--- config.mk ---
export PLATFORM = sky130hd
export DESIGN_NAME = block_fifo_gearbox
export DESIGN_NICKNAME = d
export VERILOG_FILES = /design/src/rtl/block_fifo_gearbox.sv
export SDC_FILE = /design/constraint.sdc
export NUM_CORES = 1
export LEC_CHECK = 0
export CAP_MARGIN = 15
export CORE_ASPECT_RATIO = 0.6
export CORE_MARGIN = 2
export CORE_UTILIZATION = 55
export CTS_BUF_LIST = sky130_fd_sc_hd__clkbuf_4 sky130_fd_sc_hd__clkbuf_8
export DETAILED_ROUTE_END_ITERATION = 12
export PLACE_DENSITY = 0.83
export SLEW_MARGIN = 20
export SYNTH_ARGS = -nofsm -noshare
export SYNTH_HDL_FRONTEND = slang
export SYNTH_SLANG_ARGS = --single-unit
--- constraint.sdc ---
create_clock -name HCLK -period 9.9 [get_ports HCLK]
set_input_delay 0.99 -clock HCLK [delete_from_list [all_inputs] [get_ports HCLK]]
set_output_delay 0.99 -clock HCLK [all_outputs]
set_load 0.02 [all_outputs]
--- src/rtl/block_fifo_gearbox.sv ---
// block_fifo_gearbox
//   Packs WORDS consecutive WORD_W-bit words into one BLOCK_W-bit block and
//   queues complete blocks in a DEPTH-entry FIFO for a block-wide consumer.
//
// Ports
//   HCLK          single clock, rising edge
//   HRESETn       synchronous active-low reset
//   flush         drop the partial block and every queued block
//   err_clr       clear overflow_err (a same-cycle set wins)
//   wr_valid      wr_data holds a word
//   wr_data       one word; first word of a block lands in the MSB slice
//   wr_ready      a word offered this cycle is accepted
//   blk_valid     blk_data holds the FIFO head block
//   blk_data      FIFO head block
//   blk_ready     consumer takes the head block this cycle
//   count         number of complete blocks queued
//   word_idx      number of words held in the partial block
//   full, empty   count==DEPTH, count==0
//   overflow_err  sticky: a word was offered while wr_ready was low
//
// Handshake: a transfer happens on a rising edge where valid and ready are
// both high. ready never depends combinationally on valid (or on the other
// side's ready); a word offered with wr_ready low is dropped and flagged.

module block_fifo_gearbox #(
    parameter int WORD_W = 32,
    parameter int WORDS  = 4,
    parameter int DEPTH  = 4
) (
    input  logic                          HCLK,
    input  logic                          HRESETn,
    input  logic                          flush,
    input  logic                          err_clr,
    input  logic                          wr_valid,
    input  logic [WORD_W-1:0]             wr_data,
    output logic                          wr_ready,
    output logic                          blk_valid,
    output logic [WORD_W*WORDS-1:0]       blk_data,
    input  logic                          blk_ready,
    output logic [$clog2(DEPTH+1)-1:0]    count,
    output logic [$clog2(WORDS)-1:0]      word_idx,
    output logic                          full,
    output logic                          empty,
    output logic                          overflow_err
);

    localparam int BLOCK_W = WORD_W * WORDS;
    localparam int PTR_W   = $clog2(DEPTH);
    localparam int CNT_W   = $clog2(DEPTH + 1);
    localparam int IDX_W   = $clog2(WORDS);

    logic [BLOCK_W-1:0] mem [DEPTH];
    logic [BLOCK_W-1:0] pack_q;
    logic [BLOCK_W-1:0] blk_in;
    logic [PTR_W-1:0]   wr_ptr;
    logic [PTR_W-1:0]   rd_ptr;
    logic               last_word;
    logic               accept;
    logic               push;
    logic               pop;

    assign full      = (count == CNT_W'(DEPTH));
    assign empty     = (count == '0);
    assign blk_valid = !empty;
    assign blk_data  = mem[rd_ptr];

    assign last_word = (word_idx == IDX_W'(WORDS - 1));
    // Only the word that completes a block needs a free FIFO slot; the
    // earlier words sit in the packer, so they are taken even when full.
    assign wr_ready  = !(last_word && full);
    assign accept    = wr_valid && wr_ready;
    assign push      = accept && last_word;
    assign pop       = blk_valid && blk_ready;

    // The last word occupies the lowest slice, so the pushed block is the
    // packer's upper slices with the incoming word appended.
    assign blk_in    = {pack_q[BLOCK_W-1:WORD_W], wr_data};

    // Data path: packer and storage carry no reset.
    always_ff @(posedge HCLK) begin
        if (HRESETn && !flush) begin
            if (accept) begin
                for (int k = 0; k < WORDS; k++) begin
                    if (word_idx == IDX_W'(k)) begin
                        pack_q[BLOCK_W-1-k*WORD_W -: WORD_W] <= wr_data;
                    end
                end
            end
            if (push) begin
                mem[wr_ptr] <= blk_in;
            end
        end
    end

    // Control path
    always_ff @(posedge HCLK) begin
        if (!HRESETn) begin
            wr_ptr       <= '0;
            rd_ptr       <= '0;
            count        <= '0;
            word_idx     <= '0;
            overflow_err <= 1'b0;
        end else begin
            if (flush) begin
                wr_ptr   <= '0;
                rd_ptr   <= '0;
                count    <= '0;
                word_idx <= '0;
            end else begin
                if (accept) begin
                    word_idx <= last_word ? '0 : word_idx + IDX_W'(1);
                end
                if (push) begin
                    wr_ptr <= wr_ptr + PTR_W'(1);
                end
                if (pop) begin
                    rd_ptr <= rd_ptr + PTR_W'(1);
                end
                case ({push, pop})
                    2'b10:   count <= count + CNT_W'(1);
                    2'b01:   count <= count - CNT_W'(1);
                    default: count <= count;
                endcase
            end

            // A new overflow beats a simultaneous clear.
            if (wr_valid && !wr_ready) begin
                overflow_err <= 1'b1;
            end else if (err_clr) begin
                overflow_err <= 1'b0;
            end
        end
    end

endmodule

======== After elaboration in Yosys (flattened, before gate mapping) ========
Memories as Yosys holds them, arrays and structs flattened. A register that Yosys moved wholly into a read port is not among the register bits.
Index checks and enable logic that the tools add are counted.
storage, ports and cells
  flip-flop bits (word level) ............. 106
  RAM bits ................................ 512
  input bits .............................. 38
  output and inout port bits .............. 138
  logic and storage cells ................. 47
  memories kept ........................... 1
operators by class
  add/sub/neg operators ................... 5
  equal/unequal tests ..................... 6
  multiplexer cells ....................... 9
  bitwise gates (word level) .............. 1
  reduce and logical (&&, ||, !) cells .... 17
memory list
  memory  depth  bits a word  read ports  clocked after memory_dff  wr ports  line  text
  mem     4      128          1           1                         1         52    logic [BLOCK_W-1:0] mem [DEPTH];
operators with widths
  cell                   number
  $reduce_and A3 Y1      3
  $add A2 B1 Y2 const B  3
  $eq A2 B2 Y1 const B   3
  $logic_and A1 B1 Y1    6
  $mux W2                3
  $pmux W3 S2            1
  $mux W1                5
  $eq A2 B1 Y1 const B   2
  $reduce_bool A2 Y1     2
  $add A3 B1 Y3 const B  1
  $eq A3 B3 Y1 const B   1
  $logic_not A1 Y1       3
  $logic_not A3 Y1       1
  $sub A3 B1 Y3 const B  1
  $logic_not A2 Y1       1
  $reduce_or A2 Y1       1
  $not A1 Y1             1

======== Longest topological paths before layout ========
Gate-level depths: netlist of run 1.
  depth after elaboration ................. 8
  mapped depth ............................ 9
  depth with buffers taken out ............ 9

======== Least setup slack after synthesis of run 1 ========
OpenSTA, ideal clock, no wires.
  kind .................................... input -> register
  start ................................... input HRESETn
  end ..................................... memory mem[0][0] (netlist bit), enable pin
  setup time .............................. 0.503 ns
  arrival ................................. 4.496 ns
  data required time ...................... 9.397 ns
  path slack .............................. 4.901 ns
  stages on the path ...................... 4
  path buffers ............................ 1
  path through ............................ nor2b_1 > buf_2 > and3_1 > and3_1
between the ends
  cells in the longest elaborated chain, start to end .. 3
ends and longest elaborated chain
  element                        line  text
  start, declared                31    input logic HRESETn,
  $logic_and A1 B1 Y1            81    if (HRESETn && !flush) begin
  $mux W1                        81
  $mux W1 (not written as such)  90    mem[wr_ptr] <= blk_in;
  end, declared                  52
Every way passes these cells.

==> results.sh, run 1 <==
export IMPL_ys_seq_area_share_pct=83.49
export IMPL_num_vias=9552
export IMPL_grt_max_degree=101
export IMPL_worst_pin_slew_ps=1089
export IMPL_r2r_slack_ps=6200
export IMPL_final_seq_area_sq_um=18510
export IMPL_worstSetupPathType="register to output port"
export IMPL_critPathSlowestCell="dfxtp_4"
export IMPL_drv_cap=0
export IMPL_numClockSinks=620
export IMPL_grt_util_all_layers_pct=19.84
export IMPL_fin_cells=1673
export IMPL_rsz0062_at_grt="false"
export IMPL_drv_slew=0
export IMPL_synth_edf_count=608
export IMPL_drt_iter0_drc=935
export IMPL_synth_cell_types=33
export IMPL_synth_avg_cell_area_sq_um=26.28
export IMPL_fillCellCount=2366
export IMPL_finalClockSkew_ps=45.60
export IMPL_clock_latency_ps=660
export IMPL_syn_to_final_growth_pct=17.58
export IMPL_avgViaCountPerCell=5.710
export IMPL_postSynth_asyncResetShare_pct=0
export IMPL_setup_viol=0
export IMPL_synth_nets=891
export IMPL_hold_path_class="register to register"
export IMPL_worst_path_max_fanout=68
export IMPL_cts_setup_buffers=0
export IMPL_n_antenna_cell=0
export IMPL_hp_start="pack_q[94]"
export IMPL_die_area_sq_um=41960
export IMPL_muxShareOfSynthArea_pct=13.06
export IMPL_post_synth_and_or_nand_nor_area_fraction_pct=0.8640
export IMPL_overflow=0
export IMPL_worstSetupStartpointType="register"
export IMPL_ant_nets=0
export IMPL_grt_pass1_vias=9917
export IMPL_port_buffers=175
export IMPL_start_util_pct=56.27
export IMPL_final_hold_violation_count=0
export IMPL_synth_fa_ha_area_share_pct=0.5986
export IMPL_netlist_area_sq_um=22160
export IMPL_root_buffer="clkbuf_8"
export IMPL_synth_commonest_cells="edfxtp_1, mux4_2, buf_2"
export IMPL_synth_most_common_cell="edfxtp_1"
export IMPL_post_place_cells=1522
export IMPL_cts_buffer_depth=3
export IMPL_relSlewSlack_pct=27.37
export IMPL_synth_cells=843
export IMPL_cp_arrival_ps=3660
export IMPL_ys_seq_elements=620
export IMPL_drc_errors=0
export IMPL_dp_hpwl_um=23240
export IMPL_yosysTopAreaCell="edfxtp_1"
export IMPL_synth_flop_cell="edfxtp_1"
export IMPL_die_h_um=159.5
export IMPL_place_ws_ps=5167
export IMPL_synth_compound_area_share_pct=0.3388
export IMPL_max_freq_mhz=214.9
export IMPL_path_clk_slew_ps=60
export IMPL_irDropWorstVdd_mv=0.1244
export IMPL_ctsHoldBuffers=0
export IMPL_ys_warn_count=0
export IMPL_die_w_um=263.1
export IMPL_path_buf_inv=2
export IMPL_drive_gt1_share_pct=24.85
export IMPL_powerDensity_nw_per_um2=185.2
export IMPL_status="complete, no violations"
export IMPL_cts_inserted_buffers=85
export IMPL_fin_ws_ps=5246
export IMPL_setup_tns_final_ps=0
export IMPL_globalplace_congestion=0.7283
export IMPL_fin_nets=1135
export IMPL_cts_tree="built"
export IMPL_critPathRequiredTime_ps=8910
export IMPL_p_leak_nw=7.996
export IMPL_core_area_sq_um=39380
export IMPL_rows=56
export IMPL_wl_per_cell_um=24.47
export IMPL_routed_wl_um=40940
export IMPL_grt_pass1_wl_um=61610
export IMPL_worstPathCellList="buf_4, mux4_2, clkdlybuf4s50_1"
export IMPL_multiInputGateArea_sq_um=3333
export IMPL_io_pins=176
export IMPL_cp_end_kind="output port"
export IMPL_r2r_start="word_idx[0]"
export IMPL_fin_crit_sh_pct=47.01
export IMPL_synth_top_family_by_area="multiplexers"
export IMPL_p_total_mw=4.825
export IMPL_antenna_found_initial=0
export IMPL_yosysTopAreaCellShare_pct=82.40
export IMPL_synthTopCellsByArea="edfxtp_1, mux4_2, dfxtp_1"
export IMPL_synth_xor_area_share_pct=0.07906
export IMPL_cp_slowest_stage_delay_ps=1030
export IMPL_fin_crit_ps=4654
export IMPL_h_tree_depth=3
export IMPL_first_pass_iters=5
export IMPL_cpLargestDelayFamily="buffers and inverters"
export IMPL_cts_resized=0
[area by class of cell]
cell class,instances,area share (%)
tap,522,2.507
multi-input combinational,186,12.79
sequential,620,71.03
inverter,8,0.1153
timing repair buffer,186,7.089
clock buffer,115,5.355
clock inverter,36,1.105
[kinds of logic after synthesis]
family	Yosys count
buffers and inverters	37
muxes	129
xor gates and xnor gates	2
DFF	620
AOI/OAI and AO/OA	13
adders and majority gates	10
and+or+nand+nor	32
[layout by cell type (no fill, tap or decap), types with 2 or more instances in the layout]
cell type | synthesis | layout
a21oi_1 | 4 | 4
and2_2 | 0 | 3
and3_4 | 0 | 4
buf_4 | 0 | 10
bufinv_16 | 0 | 3
clkbuf_4 | 0 | 30
clkbuf_8 | 0 | 85
clkdlybuf4s50_1 | 0 | 175
clkinv_1 | 0 | 17
clkinv_2 | 0 | 8
clkinv_8 | 0 | 2
clkinvlp_4 | 0 | 3
dfxtp_1 | 12 | 10
dfxtp_4 | 0 | 2
edfxtp_1 | 608 | 608
ha_1 | 9 | 9
inv_1 | 7 | 7
inv_8 | 0 | 2
mux4_2 | 128 | 128
nand2_1 | 7 | 7
nand2b_1 | 2 | 2
nor2_1 | 3 | 3
o21ai_0 | 3 | 3
o21ai_1 | 3 | 3
or3_1 | 3 | 3
xor2_1 | 2 | 2
[registers in the layout, indices dropped and copies added (netlist names), named ones only]
name,count
word_idx,2
rd_ptr,2
overflow_err,1
count,3
mem,512
wr_ptr,2
pack_q,96
[metal layers]
layer  share of wire, %  track usage, %  up-vias
met2                 50           31.60      367
met4                1.4           4.675        0
li1                   -               -     4089
met1                 42           28.73     5033
met3                6.8           4.299       63
met5                  0               0        -
[stage by stage]
stage                     hold WS [ps]  cell area [sq um]  util, %
after floorplan                  458.7              22160        -
after global placement           455.7              24370    61.88
after detailed placement         463.0              24370    61.88
after CTS                        471.1              26050    66.16
after global routing             480.3              26050    66.16
final                            467.5              26050    66.16
[path summary, 6_finish.rpt]
check,endpoint,depth (start not counted)
min,mem[3][94],0
max reg2reg,mem[1][101],6
min reg2reg,mem[3][94],0
max,blk_data[78],3
[where the power goes]
part,internal (mW),total [mW],switching [mW]
clock network,1.00,1.92,0.913
registers,2.86,2.87,0.00487
logic,0.0153,0.0387,0.0234
total,3.88,4.83,0.941
(Power assumes the default switching activity.)
==> run 2: changes to the inputs <==
==> constraint.sdc (replaced) <==
create_clock -name HCLK -period 4.81 [get_ports HCLK]
set_input_delay 0.481 -clock HCLK [delete_from_list [all_inputs] [get_ports HCLK]]
set_output_delay 0.481 -clock HCLK [all_outputs]
set_load 0.02 [all_outputs]
==> run 2 against run 1 <==
Largest cell class unchanged. Global-route usage increased by 0.094 points. Critical path type unchanged. Sequential share of layout area decreased by 0.33 points. Power increased by 100%.
==> results.sh, run 2 (synthesized netlist as in run 1, its figures left out) <==
export IMPL_avgViaCountPerCell=5.660
export IMPL_status="complete, no violations"
export IMPL_die_area_sq_um=41960
export IMPL_h_tree_depth=3
export IMPL_grt_pass1_vias=10060
export IMPL_cp_arrival_ps=3180
export IMPL_drv_slew=0
export IMPL_largest_register_ffs=512
export IMPL_root_buffer="clkbuf_8"
export IMPL_routed_wl_um=41110
export IMPL_cp_slowest_stage_delay_ps=910
export IMPL_hold_path_end="overflow_err"
export IMPL_numClockSinks=620
export IMPL_critPathRequiredTime_ps=4330
export IMPL_core_area_sq_um=39380
export IMPL_hp_start="overflow_err"
export IMPL_max_freq_mhz=272.9
export IMPL_ant_nets=0
export IMPL_cts_setup_buffers=0
export IMPL_grt_util_all_layers_pct=19.94
export IMPL_relSlewSlack_pct=32.54
export IMPL_cpLargestDelayFamily="buffers and inverters"
export IMPL_post_place_cells=1526
export IMPL_p_leak_nw=8.050
export IMPL_drive_gt1_share_pct=25.06
export IMPL_syn_to_final_growth_pct=18.12
export IMPL_worstSetupStartpointType="register"
export IMPL_worst_path_max_fanout=41
export IMPL_rsz0062_at_grt="false"
export IMPL_worstPathCellList="buf_4, mux4_2, clkdlybuf4s50_1"
export IMPL_path_clk_slew_ps=70
export IMPL_hold_path_depth=2
export IMPL_cts_inserted_buffers=84
export IMPL_worst_pin_slew_ps=1012
export IMPL_die_h_um=159.5
export IMPL_fin_nets=1139
export IMPL_grt_max_degree=80
export IMPL_wl_per_cell_um=24.43
export IMPL_finalClockSkew_ps=28.90
export IMPL_layout_commonest_cell="edfxtp_1"
export IMPL_fin_crit_ps=3664
export IMPL_cts_resized=0
export IMPL_layout_common_cells="edfxtp_1, clkdlybuf4s50_1, mux4_2"
export IMPL_drv_cap=0
export IMPL_dp_hpwl_um=24000
export IMPL_fin_crit_sh_pct=76.18
export IMPL_io_pins=176
export IMPL_top_register="mem"
export IMPL_final_hold_violation_count=0
export IMPL_r2r_end="mem[0][47]"
export IMPL_first_pass_iters=7
export IMPL_hold_path_class="register to register"
export IMPL_n_antenna_cell=0
export IMPL_drc_errors=0
export IMPL_rows=56
export IMPL_start_util_pct=56.27
export IMPL_cts_tree="built"
export IMPL_cp_end_kind="output port"
export IMPL_drt_iter0_drc=837
export IMPL_reg_top3="mem (512), pack_q (96), count (3)"
export IMPL_antenna_found_initial=1
export IMPL_powerDensity_nw_per_um2=376.0
export IMPL_setup_tns_final_ps=0
export IMPL_irDropWorstVdd_mv=0.2252
export IMPL_path_buf_inv=2
export IMPL_ctsHoldBuffers=0
export IMPL_grt_pass1_wl_um=62220
export IMPL_fin_cells=1683
export IMPL_worstSetupPathType="register to output port"
export IMPL_clock_latency_ps=630
export IMPL_port_buffers=175
export IMPL_worst_path_stages=3
export IMPL_globalplace_congestion=0.7881
export IMPL_critPathSlowestCell="dfxtp_4"
export IMPL_die_w_um=263.1
export IMPL_r2r_start="word_idx[0]"
export IMPL_cts_buffer_depth=3
export IMPL_worst_r2r_cell_count=5
export IMPL_overflow=0
export IMPL_r2r_slack_ps=2140
export IMPL_setup_viol=0
export IMPL_num_vias=9525
[run 2: changes by cell type in the layout (fill, tap and decap cells not counted), moves of 2 or more]
cell        change
buf_12          +9
buf_4           -4
clkbuf_4        -4
clkbuf_8        +3
clkinv_1        +5
clkinv_2        +7
clkinv_8        -2
clkinvlp_4      -2
[run 2: how the worst max path moves through the flow]
stage | start | end
final | register | blk_data[100]
after global routing | register | blk_data[100]
after CTS | register | blk_data[100]
after detailed placement | HRESETn | mem[0][11]
after global placement | HRESETn | mem[0][15]
after floorplan | word_idx[0] | mem[0][0]
[run 2: final cells by class]
type	count	area [sq um]
flip-flops and latches	620	18510
fillers	2369	13210
multi-input cells	186	3334
repair buffers	191	1997
clock buffers	114	1406
well taps	522	653.1
clock inverters	42	245.2
inverters	8	30.03
[run 2: where the power goes]
part | switching (mW) | internal, mW | total (mW)
Combinational | 0.0464 | 0.0313 | 0.0776
Sequential | 0.0102 | 5.89 | 5.90
Clock | 1.84 | 2.02 | 3.86
Total | 1.90 | 7.95 | 9.84
[run 2: worst min-delay path, stage by stage (launching register included)]
cell	delay, ps
dfxtp_1	310
nand2b_1	70
a21boi_1	50
[run 2: per-stage QoR]
stage	hold slack [ps]	setup WS, ps	total power [mW]	utilization [%]	instance area, sq um
2_1_floorplan	458.7	50.88	6.029	-	22160
3_3_place_gp	455.8	1593	6.094	62.21	24500
3_5_place_dp	474.4	1532	6.098	62.21	24500
4_1_cts	454.1	1000	9.940	66.41	26150
5_1_grt	478.9	912.2	10.16	66.46	26170
6_report	477.5	1146	9.841	66.46	26170
[run 2: per-layer routing]
layer  part of all wire, %  wire (um)  GRT usage (%)  vias to the layer above
li1                      -          -              -                     4107
met1                    43      17500          28.76                     5006
met2                    49      20120          30.83                      330
met3                   6.2       2529          4.439                       80
met4                   2.3        947          6.701                        2
met5                 0.032         13              0                        -
